--- src/rtl/gpio_ctrl_pkg.sv ---
// Shared definitions for the GPIO controller: register byte offsets, bus FSM
// state encoding and the offset decoder used by the register file.
package gpio_ctrl_pkg;

    // Register byte offsets inside the 32 B window.
    localparam logic [7:0] GPIO_DIN  = 8'h00;  // RO  debounced inputs
    localparam logic [7:0] GPIO_DOUT = 8'h04;  // RW  output register
    localparam logic [7:0] GPIO_DSET = 8'h08;  // WO  DOUT |= wdata
    localparam logic [7:0] GPIO_DCLR = 8'h0C;  // WO  DOUT &= ~wdata
    localparam logic [7:0] GPIO_IE   = 8'h10;  // RW  interrupt enable
    localparam logic [7:0] GPIO_IPOL = 8'h14;  // RW  1=rising, 0=falling
    localparam logic [7:0] GPIO_IS   = 8'h18;  // RW1C edge status

    typedef enum logic [0:0] {
        StIdle = 1'b0,
        StResp = 1'b1
    } bus_state_e;

    // One-hot register select; all zero means unmapped.
    typedef struct packed {
        logic din;
        logic dout;
        logic dset;
        logic dclr;
        logic ie;
        logic ipol;
        logic stat;
    } reg_sel_t;

    // Decode a word-aligned byte offset into a register select.
    function automatic reg_sel_t decode_offset(input logic [7:0] off);
        reg_sel_t sel;
        sel = '0;
        case (off)
            GPIO_DIN:  sel.din  = 1'b1;
            GPIO_DOUT: sel.dout = 1'b1;
            GPIO_DSET: sel.dset = 1'b1;
            GPIO_DCLR: sel.dclr = 1'b1;
            GPIO_IE:   sel.ie   = 1'b1;
            GPIO_IPOL: sel.ipol = 1'b1;
            GPIO_IS:   sel.stat = 1'b1;
            default:   sel      = '0;
        endcase
        return sel;
    endfunction

endpackage

--- src/rtl/gpio_debounce.sv ---
// Single-pin input conditioner: 2-FF synchroniser followed by a debouncer.
// A synchronised value that differs from the accepted (stable) value must
// persist for DEB_CYC consecutive cycles before it replaces the stable value.
// Ports:
//   clk      system clock
//   rst_n    asynchronous active-low reset
//   pin_i    raw asynchronous pin
//   stable_o debounced pin value
module gpio_debounce
    import gpio_ctrl_pkg::*;
#(
    parameter int unsigned DEB_CYC = 16
) (
    input  logic clk,
    input  logic rst_n,
    input  logic pin_i,
    output logic stable_o
);

    // Counter only ever holds 0..DEB_CYC-1.
    localparam int unsigned    CntW    = $clog2(DEB_CYC);
    localparam logic [CntW-1:0] CntLast = CntW'(DEB_CYC - 1);

    logic            meta_q;
    logic            sync_q;
    logic            stable_q, stable_d;
    logic [CntW-1:0] cnt_q, cnt_d;

    always_comb begin
        cnt_d    = cnt_q;
        stable_d = stable_q;
        if (sync_q == stable_q) begin
            cnt_d = '0;
        end else if (cnt_q == CntLast) begin
            // This cycle would be the DEB_CYC-th mismatch: accept the new level.
            stable_d = sync_q;
            cnt_d    = '0;
        end else begin
            cnt_d = cnt_q + CntW'(1);
        end
    end

    always_ff @(posedge clk or negedge rst_n) begin
        if (!rst_n) begin
            meta_q   <= 1'b0;
            sync_q   <= 1'b0;
            stable_q <= 1'b0;
            cnt_q    <= '0;
        end else begin
            meta_q   <= pin_i;
            sync_q   <= meta_q;
            stable_q <= stable_d;
            cnt_q    <= cnt_d;
        end
    end

    assign stable_o = stable_q;

endmodule

--- src/rtl/gpio_ctrl.sv ---
// Memory-mapped GPIO controller on the data-side bus. Debounces inputs,
// drives registered outputs and raises a level interrupt on selected edges.
// Ports:
//   clk, rst_n     system clock, asynchronous active-low reset
//   bus_req/we     access request (held until bus_ready) and direction
//   bus_addr       byte address within the 32 B window, bits[1:0] ignored
//   bus_wdata      full-word write data
//   bus_ready      one-cycle response strobe
//   bus_rdata      read data, valid with bus_ready
//   bus_err        unmapped offset, valid with bus_ready
//   gpio_pin_in    raw board inputs
//   gpio_pin_out   board outputs (= DOUT)
//   irq            level interrupt, |(IS & IE)
module gpio_ctrl
    import gpio_ctrl_pkg::*;
#(
    parameter int unsigned IN_W    = 13,
    parameter int unsigned OUT_W   = 8,
    parameter int unsigned ADDR_W  = 5,
    parameter int unsigned DEB_CYC = 16
) (
    input  logic              clk,
    input  logic              rst_n,
    input  logic              bus_req,
    input  logic              bus_we,
    input  logic [ADDR_W-1:0] bus_addr,
    input  logic [31:0]       bus_wdata,
    output logic              bus_ready,
    output logic [31:0]       bus_rdata,
    output logic              bus_err,
    input  logic [IN_W-1:0]   gpio_pin_in,
    output logic [OUT_W-1:0]  gpio_pin_out,
    output logic              irq
);

    // ---------------------------------------------------------------- inputs
    logic [IN_W-1:0] din;

    for (genvar i = 0; i < IN_W; i++) begin : g_deb
        gpio_debounce #(
            .DEB_CYC (DEB_CYC)
        ) u_deb (
            .clk      (clk),
            .rst_n    (rst_n),
            .pin_i    (gpio_pin_in[i]),
            .stable_o (din[i])
        );
    end

    // ------------------------------------------------------------- state
    bus_state_e       state_q, state_d;
    logic [OUT_W-1:0] dout_q, dout_d;
    logic [IN_W-1:0]  ie_q, ie_d;
    logic [IN_W-1:0]  ipol_q, ipol_d;
    logic [IN_W-1:0]  is_q, is_d;
    logic [IN_W-1:0]  din_prev_q;
    logic [31:0]      rdata_q, rdata_d;
    logic             err_q, err_d;

    // ------------------------------------------------------------ decode
    logic [31:0] addr_ext;
    logic [7:0]  off_word;
    logic        addr_in_range;
    reg_sel_t    sel;
    logic        mapped;

    assign addr_ext      = 32'(bus_addr);
    assign off_word      = addr_ext[7:0] & 8'hFC;
    assign addr_in_range = (addr_ext[31:8] == 24'd0);
    assign sel           = addr_in_range ? decode_offset(off_word) : '0;
    assign mapped        = |sel;

    // Write-data bits above the widest register have no destination.
    logic unused_wdata;
    assign unused_wdata = ^bus_wdata;

    logic [OUT_W-1:0] wdata_out;
    logic [IN_W-1:0]  wdata_in;
    assign wdata_out = bus_wdata[OUT_W-1:0];
    assign wdata_in  = bus_wdata[IN_W-1:0];

    // Read mux; write-only registers read as zero.
    logic [31:0] rd_word;
    always_comb begin
        rd_word = '0;
        if (sel.din)  rd_word = 32'(din);
        if (sel.dout) rd_word = 32'(dout_q);
        if (sel.ie)   rd_word = 32'(ie_q);
        if (sel.ipol) rd_word = 32'(ipol_q);
        if (sel.stat) rd_word = 32'(is_q);
    end

    // ------------------------------------------------------- edge detect
    logic [IN_W-1:0] rise;
    logic [IN_W-1:0] fall;
    logic [IN_W-1:0] edge_hit;

    assign rise     = din & ~din_prev_q;
    assign fall     = ~din & din_prev_q;
    assign edge_hit = (rise & ipol_q) | (fall & ~ipol_q);

    // ------------------------------------------------ bus FSM + reg file
    logic [IN_W-1:0] w1c;

    always_comb begin
        state_d = state_q;
        dout_d  = dout_q;
        ie_d    = ie_q;
        ipol_d  = ipol_q;
        rdata_d = '0;
        err_d   = 1'b0;
        w1c     = '0;

        unique case (state_q)
            StIdle: begin
                if (bus_req) begin
                    state_d = StResp;
                    if (!mapped) begin
                        err_d = 1'b1;
                    end else if (bus_we) begin
                        if (sel.dout) dout_d = wdata_out;
                        if (sel.dset) dout_d = dout_q | wdata_out;
                        if (sel.dclr) dout_d = dout_q & ~wdata_out;
                        if (sel.ie)   ie_d   = wdata_in;
                        if (sel.ipol) ipol_d = wdata_in;
                        if (sel.stat) w1c    = wdata_in;
                    end else begin
                        rdata_d = rd_word;
                    end
                end
            end
            StResp: begin
                // Any request seen here is ignored; it is re-sampled in IDLE.
                state_d = StIdle;
            end
            default: begin
                state_d = StIdle;
            end
        endcase

        // A fresh edge beats a same-cycle clear.
        is_d = (is_q & ~w1c) | edge_hit;
    end

    always_ff @(posedge clk or negedge rst_n) begin
        if (!rst_n) begin
            state_q    <= StIdle;
            dout_q     <= '0;
            ie_q       <= '0;
            ipol_q     <= '0;
            is_q       <= '0;
            din_prev_q <= '0;
            rdata_q    <= '0;
            err_q      <= 1'b0;
        end else begin
            state_q    <= state_d;
            dout_q     <= dout_d;
            ie_q       <= ie_d;
            ipol_q     <= ipol_d;
            is_q       <= is_d;
            din_prev_q <= din;
            rdata_q    <= rdata_d;
            err_q      <= err_d;
        end
    end

    // ----------------------------------------------------------- outputs
    assign bus_ready    = (state_q == StResp);
    assign bus_rdata    = rdata_q;
    assign bus_err      = err_q;
    assign gpio_pin_out = dout_q;
    assign irq          = |(is_q & ie_q);

endmodule

--- config.mk ---
export PLATFORM = sky130hd
export DESIGN_NAME = gpio_ctrl
export DESIGN_NICKNAME = d
export VERILOG_FILES = /design/src/rtl/gpio_ctrl_pkg.sv /design/src/rtl/gpio_debounce.sv /design/src/rtl/gpio_ctrl.sv
export SDC_FILE = /design/constraint.sdc
export NUM_CORES = 1
export LEC_CHECK = 0
export ABC_AREA = 0
export ABC_CLOCK_PERIOD_IN_PS = 1700
export CORE_AREA = 2 2 113 115
export DETAILED_ROUTE_END_ITERATION = 10
export DIE_AREA = 0 0 115 117
export DONT_BUFFER_PORTS = 1
export PLACE_DENSITY = 0.76
export SLEW_MARGIN = 20
export SYNTH_ARGS = -nofsm -noshare
export SYNTH_HDL_FRONTEND = slang
export SYNTH_SLANG_ARGS = --single-unit
export TNS_END_PERCENT = 5
--- constraint.sdc ---
create_clock -name clk -period 1.7 [get_ports clk]
set_input_delay 0.17 -clock clk [delete_from_list [all_inputs] [get_ports clk]]
set_output_delay 0.17 -clock clk [all_outputs]
set_load 0.02 [all_outputs]
# After elaboration in Yosys (flattened, before gate mapping)
# Cells that the tools add are included.
dict set report word_totals {
  latch_bits 0
  mem_bits_ro 0
  input_bits 54
  ram_bits 0
  out_inout_bits 43
  register_bits 185
  mem_count 0
}
dict set report classes {
  div 0
  shift 0
  n_mul 0
  add_sub_neg 13
  bitwise_logic 29
  magnitude_cmp 0
  n_eq_ne 32
  reduce_logical 20
  muxes 55
}
# op count
set op_table {}
lappend op_table {{$mux W32} 8}
lappend op_table {{$mux W4} 26}
lappend op_table {{$and A13 B13 Y13} 6}
lappend op_table {{$mux W13} 6}
lappend op_table {{$add A4 B1 Y4 const B} 13}
lappend op_table {{$eq A4 B4 Y1 const B} 13}
lappend op_table {{$not A13 Y13} 4}
lappend op_table {{$or A13 B13 Y13} 2}
lappend op_table {{$reduce_and A2 Y1} 13}
lappend op_table {{$mux W8} 3}
lappend op_table {{$reduce_and A5 Y1} 3}
lappend op_table {{$not A1 Y1} 14}
lappend op_table {{$eq A1 B1 Y1} 13}
lappend op_table {{$reduce_or A13 Y1} 1}
lappend op_table {{$mux W1} 11}
lappend op_table {{$eq A3 B3 Y1 const B} 3}
lappend op_table {{$and A8 B8 Y8} 1}
lappend op_table {{$logic_not A8 Y1} 1}
lappend op_table {{$not A8 Y8} 1}
lappend op_table {{$or A8 B8 Y8} 1}
lappend op_table {{$reduce_or A7 Y1} 1}
lappend op_table {{$eq A3 B2 Y1 const B} 2}
lappend op_table {{$eq A3 B1 Y1 const B} 1}
lappend op_table {{$reduce_bool A3 Y1} 1}
lappend op_table {{$pmux W1 S2} 1}

# Depth between registers and ports, before layout
# Gate-level depths: netlist (run 1).
dict set report depth {
  depth_word 11
  mapped_depth 6
  depth_no_buf 4
}

# Cells and area by module
# Synthesis (run 1) repeated with hierarchy kept, for this count alone.
dict set report hier_totals {
  hier_cells 604
  hier_area_um2 7424.6
}
# module instances area_each_um2 cells_each
set by_module_without_submodules {}
lappend by_module_without_submodules {gpio_ctrl 1 3781.1 344}
lappend by_module_without_submodules {gpio_debounce 13 280.3 20}

# Worst setup path after synthesis (run 1)
# Ideal clock, no wire load.
dict set report synth_path {
  path_kind {reg2reg}
  startpoint {register state_q, in the netlist bus_ready}
  endpoint {register ie_q[10]}
  path_stages_with_launch 6
  slack_ps 193
  setup_time_ps 125
  period_less_slack_ps 1507
  arrival_time_ps 1382
  n_path_buf 2
  cell_sequence {dfrtp_1 > and3b_1 > buf_2 > nand3_4 > buf_6 > mux2_4}
}
dict set report synth_via {
  elab_chain_cells 2
}
# item line
set synth_rtl {}
lappend synth_rtl {{start, declared} gpio_ctrl.sv:51} ;# bus_state_e state_q, state_d;
lappend synth_rtl {{start signal, assigned} gpio_ctrl.sv:147} ;# state_q <= StIdle;
lappend synth_rtl {{start signal, assigned} gpio_ctrl.sv:156} ;# state_q <= state_d;
lappend synth_rtl {{$not A1 Y1 (no source line)} n/a}
lappend synth_rtl {{$reduce_and A5 Y1 (no source line)} n/a}
lappend synth_rtl {{end signal, assigned} gpio_ctrl.sv:158} ;# ie_q <= ie_d;
lappend synth_rtl {{end, declared} gpio_ctrl.sv:53} ;# logic [IN_W-1:0] ie_q, ie_d;
# No other way between the ends.
# A chain may end at the register's enable or synchronous reset.

# Worst setup path after layout (run 1)
dict set report layout_path {
  startpoint {register ie_q[10]}
  endpoint {output port irq}
}
dict set report layout_via {
  elab_chain_cells 2
}
# item line
set layout_rtl {}
lappend layout_rtl {{$and A13 B13 Y13} gpio_ctrl.sv:172} ;# assign irq = |(is_q & ie_q);
lappend layout_rtl {{$reduce_or A13 Y1} gpio_ctrl.sv:172}
lappend layout_rtl {{end, declared} gpio_ctrl.sv:33} ;# output logic irq
# No other way between the ends.

==> flow_summary.ini, run 1 <==
[run_status]
status = finished, violations left
violations = hold timing, setup timing

[clock_network]
clock_latency_ns = 0.42
cts-buffers-inserted = 17
cts_root_buffer = clkbuf_16
htreeDepth = 4
clockBufferDepth = 2
clk_pin_slew_worst_paths_ns = 0.06
cts.sinks = 166
cts_tree = yes
postCtsHoldBufs = 30

[layout]
multiInputGateArea_um2 = 2810
largest_reg_flops = 52
layout-drive-gt1-share_pct = 14.4
n_fill_cell = 865
register_area_um2 = 4150
nets = 692
regMostFlops = g_deb.u_deb.cnt_q
antennaDiodeCount = 0
syn_to_final_growth_pct = 13.5

[floorplanning]
die_area_um2 = 13500
dieHeight_um = 117
rows = 41
die_w_um = 115
ios = 97
core-area_um2 = 12300
initial_core_util_pct = 58.7

[timing]
slew_violations = 0
layout_setup_ws_ns = -0.00590
skew_ns = 0.00779
rsz0062_at_grt = yes
fin_crit_sh_pct = 100
finalWorstPathRequiredPeriod_ns = 1.71
hold_violations = 166
fin_hold_ws_ns = -0.555
setup_violations = 1
fmax_ghz = 0.586
maxSlewHeadroom_pct = 65.4
worstMarginPinSlew_ns = 0.519

[yosys]
ys_ff_latch = 166
ys.warnings.count = 0
synthArstFlopShare_pct = 100
ys_types = 45
postSynthCellCount = 588
ys_seq_area_share_pct = 57.5
synth_edf_count = 0
synth_flop_cell = dfrtp_1
avgSynthCellArea_um2 = 12.3
netlist_area_um2 = 7220

[global_route]
grt-ovfl-total = 0
grt_max_degree = 167
grt_pass1_wl_um = 25000
grt_pass1_vias = 4873
track_usage_pct = 24.5
antenna_found_initial = 0

[setup_path]
reg2reg_setup_slack_ns = 0.16
start_kind = flip-flop
cp-end-kind = output pin
worst-r2r-cell-count = 3
rr_startpoint = bus_ready
required_ns = 1.53
r2r_end = ipol_q[11]
worstPathMaxFanout = 3
worstSetupPathType = flip-flop to output pin
timing.critical_path.arrival_ns = 1.54

[drt]
vias = 4823
first_iter_violations = 358
dr.pass1.iters = 5
wire_per_inst_um = 19.4
wl_um = 15200
post-route-drc-count = 0
postRouteAntennaNets = 0
vias_per_cell = 6.13

[power_and_ir_drop]
seqPwrFrac_pct = 49.6
intPower_mw = 7.13
p_total_mw = 9.42
pwr-share-comb_pct = 8.0
vdd_drop_max_v = 0.000783
switching_share_pct = 24.3
power_switching_mw = 2.29
power_density_nw_per_um2 = 1150
power_frac_clock_pct = 42.4
p_leak_nw = 3.72

[placement]
portBuffers = 0
gp_congestion = 0.885
dp_hpwl_um = 9590

[run]
max_cap_violations = 0

[min_path]
min_path_type = input port to asynchronous set/reset pin
==> logic make-up (layout without fill, tap and decap cells) <==
family	count (synthesis)	count (layout)	share of synthesized area [%]
buffers and inverters	54	85	4.80
other	1	19	0.0519
adder cells (fa/ha/maj)	13	13	2.25
flip-flops	166	166	57.5
XOR/XNOR	26	26	3.15
multiplexers	47	47	8.23
AO/OA/AOI/OAI	128	128	11.1
AND/OR/NAND/NOR	153	153	12.9
==> how the worst max path moves through the flow <==
stage,start,endpoint,slack (ns),cells after the start
after floorplan,bus_ready,ie_q[10],0.19,5
after detailed placement,bus_ready,ipol_q[11],0.06,3
final,ie_q[10],irq,-0.006,3
after global routing,ie_q[10],irq,-0.05,3
after global placement,bus_ready,ipol_q[6],0.11,3
after CTS,ie_q[10],irq,-0.005,3
==> stage by stage <==
step	setup WS, ns	instances	TNS [ns]	area (um2)	utilization (%)
final	-0.00590	787	-0.00590	8200	66.6
after global routing	-0.0503	787	-0.0503	8200	66.6
after CTS	-0.00460	787	-0.00460	8200	66.6
after detailed placement	0.0645	725	0	7260	58.9
after global placement	0.106	725	0	7260	58.9
after floorplan	0.193	606	0	7290	-
==> layout by cell type, fill, tap and decap left out, drive strengths merged, types with 14 or more instances in the layout <==
master | netlist | layout
a21o | 14 | 14
a21oi | 32 | 32
a31oi | 22 | 22
clkbuf | 1 | 21
conb | 1 | 19
dfrtp | 166 | 166
dlygate4sd3 | 0 | 30
inv | 13 | 15
mux2 | 39 | 39
nand2 | 21 | 21
nand3 | 30 | 30
nor2 | 26 | 26
nor2b | 15 | 15
o21ai | 25 | 25
xnor2 | 26 | 26
==> repair_timing <==
| action | CTS | global route |
|---|---|---|
| hold endpoints to repair | 233 | 166 |
| resized for setup | 3 | 1 |
| setup buffers | 1 | 0 |
| endpoints found under the setup margin | 1 | 8 |
| pin swaps | 2 | 1 |
==> Yosys cell counts, drive strengths merged, types with 2 or more instances <==
| library cell | n | area share (%) |
|---|---|---|
| dfrtp | 166 | 57 |
| buf | 40 | 4.1 |
| mux2 | 39 | 7.1 |
| a21oi | 32 | 2.2 |
| nand3 | 30 | 2.4 |
| nor2 | 26 | 1.4 |
| xnor2 | 26 | 3.2 |
| o21ai | 25 | 1.7 |
| a31oi | 22 | 1.9 |
| nand2 | 21 | 1.1 |
| nor2b | 15 | 1.3 |
| a21o | 14 | 1.5 |
| ha | 13 | 2.3 |
| inv | 13 | 0.68 |
| nand2b | 13 | 1.1 |
| nor3b | 13 | 1.5 |
| nor4b | 13 | 1.6 |
| o22ai | 13 | 1.1 |
| nand4b | 12 | 1.5 |
| a311oi | 10 | 1.3 |
| mux2i | 8 | 1.1 |
| a211oi | 5 | 0.52 |
| a22oi | 3 | 0.31 |
| nand3b | 3 | 0.31 |
| and2 | 2 | 0.21 |
| and2b | 2 | 0.26 |
| and3b | 2 | 0.24 |
==> routing by layer <==
metal | global-route usage, % | wire length (um) | vias to the layer above
met4 | 7.71 | 187 | 0
met5 | 0 | 0 | -
met1 | 31.7 | 6300 | 2455
met2 | 39.8 | 7630 | 187
li1 | - | - | 2164
met3 | 7.78 | 1110 | 17
==> worst max-delay path: stages (launching register included) <==
cell and delay (ns):
dfrtp_1 0.40, a222oi_1 0.32, and3_1 0.26, nand3_4 0.13
==> area by class of cell <==
| type | instances | share of cell area (%) |
|---|---|---|
| sequential | 166 | 50.7 |
| timing repair buffer | 41 | 4.67 |
| inverter | 13 | 0.595 |
| clock inverter | 10 | 1.77 |
| multi-input combinational | 386 | 34.3 |
| clock buffer | 21 | 5.74 |
| tap | 150 | 2.29 |
==> power by group through the flow <==
stage / Sequential (mW) / Combinational [mW] / Clock, mW
global placement: 4.70 / 0.627 / 0
detailed placement: 4.73 / 0.662 / 0
floorplan: 4.62 / 0.632 / 0
CTS: 4.66 / 0.752 / 4.04
global route: 4.71 / 0.830 / 4.22
finish: 4.67 / 0.757 / 3.99
Note: power is estimated with default switching activity, not from simulation.
==> run 2, diff against run 1 <==
--- a/config.mk
+++ b/config.mk
@@ -12,7 +12,7 @@
 export DIE_AREA = 0 0 115 117
 export DONT_BUFFER_PORTS = 1
 export PLACE_DENSITY = 0.76
-export SLEW_MARGIN = 20
+export SLEW_MARGIN = 15
 export SYNTH_ARGS = -nofsm -noshare
 export SYNTH_HDL_FRONTEND = slang
 export SYNTH_SLANG_ARGS = --single-unit
==> results of run 2 <==
Same layout as run 1: the final DEF is identical, and so are final timing and power.
==> run 3, diff against run 2 <==
--- a/config.mk
+++ b/config.mk
@@ -7,11 +7,15 @@
 export LEC_CHECK = 0
 export ABC_AREA = 0
 export ABC_CLOCK_PERIOD_IN_PS = 1700
-export CORE_AREA = 2 2 113 115
+export CELL_PAD_IN_SITES_DETAIL_PLACEMENT = 2
+export CELL_PAD_IN_SITES_GLOBAL_PLACEMENT = 2
+export CORE_AREA = 2 2 133 135
 export DETAILED_ROUTE_END_ITERATION = 10
-export DIE_AREA = 0 0 115 117
+export DIE_AREA = 0 0 135 137
 export DONT_BUFFER_PORTS = 1
-export PLACE_DENSITY = 0.76
+export HOLD_SLACK_MARGIN = 0.02
+export PLACE_DENSITY = 0.79
+export REMOVE_ABC_BUFFERS = 1
 export SLEW_MARGIN = 15
 export SYNTH_ARGS = -nofsm -noshare
 export SYNTH_HDL_FRONTEND = slang
==> run 3 against run 2 <==
Compared with the run above: the run still ends with hold timing, setup timing left; non-clock buffer count is 3 higher; flip-flop and latch count is the same; power about the same; first-iteration DRC count decreased by 46%; global-route usage down 1.4 points; routed wire length increased by 31%; count of clock-buffer cells in the layout down 4; sequential share of layout area fell by 0.59 points; via count is 1.4% higher; sequential power barely moved; register-to-register slack got worse by 0.04 ns; clock skew rose by 0.0021 ns; critical path type unchanged.
==> flow_summary.ini, run 3 (synthesis gave the netlist of run 1 again) <==
[placement]
post-place-ws_ns = 0.0822
portBuffers = 0
gp_congestion = 0.794
placed_cells = 799
dp_hpwl_um = 12100
post_dp_cell_area_um2 = 7340

[setup_path]
worstSetupPathType = flip-flop to output pin
r2r_end = ipol_q[9]
required_ns = 1.53
cp-end-kind = output pin
rr_startpoint = bus_ready
critPathCapture = irq
reg2reg_setup_slack_ns = 0.12
start_kind = flip-flop
crit_start = ie_q[7]
worst-r2r-cell-count = 3
timing.critical_path.arrival_ns = 1.55
worstPathMaxFanout = 2

[timing]
hold_violations = 166
fin_crit_sh_pct = 101
setup_tns_ns = -0.0221
setup_violations = 1
layout_setup_ws_ns = -0.0221
worstMarginPinSlew_ns = 0.609
maxSlewHeadroom_pct = 59.3
fin_hold_ws_ns = -0.583
fmax_ghz = 0.581
finalWorstPathRequiredPeriod_ns = 1.72
rsz0062_at_grt = yes
slew_violations = 0
skew_ns = 0.00989

[power_and_ir_drop]
power_frac_clock_pct = 41.5
seqPwrFrac_pct = 49.8
power_switching_mw = 2.52
pwr-share-comb_pct = 8.7
intPower_mw = 6.90
vdd_drop_max_v = 0.000783
switching_share_pct = 26.7
p_leak_nw = 3.72
power_density_nw_per_um2 = 1140
p_total_mw = 9.42

[floorplanning]
die_area_um2 = 18500
die_w_um = 135
ios = 97
dieHeight_um = 137
core-area_um2 = 17100
initial_core_util_pct = 42.4
rows = 48

[clock_network]
cts_root_buffer = clkbuf_16
cts_tree = yes
clk_pin_slew_worst_paths_ns = 0.07
clock_latency_ns = 0.45
cts.sinks = 166
cts-buffers-inserted = 17
postCtsHoldBufs = 31
clockBufferDepth = 2
htreeDepth = 4

[drt]
vias = 4889
wl_um = 19900
vias_per_cell = 5.65
post-route-drc-count = 0
first_iter_violations = 194
dr.pass1.iters = 4
postRouteAntennaNets = 0
wire_per_inst_um = 23.0

[layout]
syn_to_final_growth_pct = 14.8
layout_commonest_cell = dfrtp_1
final_design_area_no_fill_um2 = 8300
nets = 695
final_cell_mix = 166 x dfrtp_1, 32 x a21oi_1, 31 x dlygate4sd3_1
layout-drive-gt1-share_pct = 15.0
antennaDiodeCount = 0
final_cells = 866
largest_reg_flops = 52
multiInputGateArea_um2 = 2810
register_area_um2 = 4150
regMostFlops = g_deb.u_deb.cnt_q
postLayoutCoreUtil_pct = 48.6
n_fill_cell = 1655

[global_route]
track_usage_pct = 23.1
grt-ovfl-total = 0
grt_pass1_vias = 5608
antenna_found_initial = 0
grt_pass1_wl_um = 31600
grt_max_degree = 167

[run_status]
violations = hold timing, setup timing
status = finished, violations left

[min_path]
min_path_type = input port to asynchronous set/reset pin

[run]
max_cap_violations = 0
-- run 3: worst min-delay path by stage --
stage,endpoint,start,cells past startpoint,slack [ns]
final,bus_ready,rst_n,0,-0.58
after global routing,g_deb[9].u_deb.cnt_q[1],rst_n,0,-0.61
after CTS,g_deb[12].u_deb.sync_q,rst_n,0,-0.60
after detailed placement,g_deb[10].u_deb.cnt_q[2],rst_n,0,-0.12
after global placement,g_deb[9].u_deb.cnt_q[3],rst_n,0,-0.12
after floorplan,bus_err,rst_n,0,-0.13
-- run 3: final cells by class --
class,instances,area share (%)
inverter,13,0.588
clock buffer,17,5.13
multi-input combinational,386,33.9
sequential,166,50.1
tap,225,3.39
timing repair buffer,44,4.92
clock inverter,15,2.02
-- run 3: what timing repair did --
item                                   4_1_cts  5_1_grt
setup buffers                                2        2
gates resized for setup                      3        1
setup endpoints to repair                    1       15
endpoints found under the hold margin      240      166
pin swaps                                    2        2
-- run 3: power by group through the flow --
stage	Clock (mW)	Combinational, mW	Sequential [mW]
floorplan	0	0.553	4.62
global placement	0	0.636	4.71
detailed placement	0	0.692	4.75
CTS	4.02	0.810	4.68
global route	4.17	0.898	4.74
finish	3.91	0.820	4.70
-- run 3: routing by layer --
metal / global-route usage [%] / vias to the layer above / wire length, um
met5: 0 / - / 0
met3: 6.48 / 25 / 968
li1: - / 2168 / -
met2: 40.9 / 100 / 10500
met1: 27.0 / 2596 / 8070
met4: 8.10 / 0 / 383
-- run 3: critical path, cell delays in order (launching register included) --
cell and delay [ns]:
dfrtp_1 0.40, a22o_1 0.25, a221oi_2 0.28, nand3_4 0.18
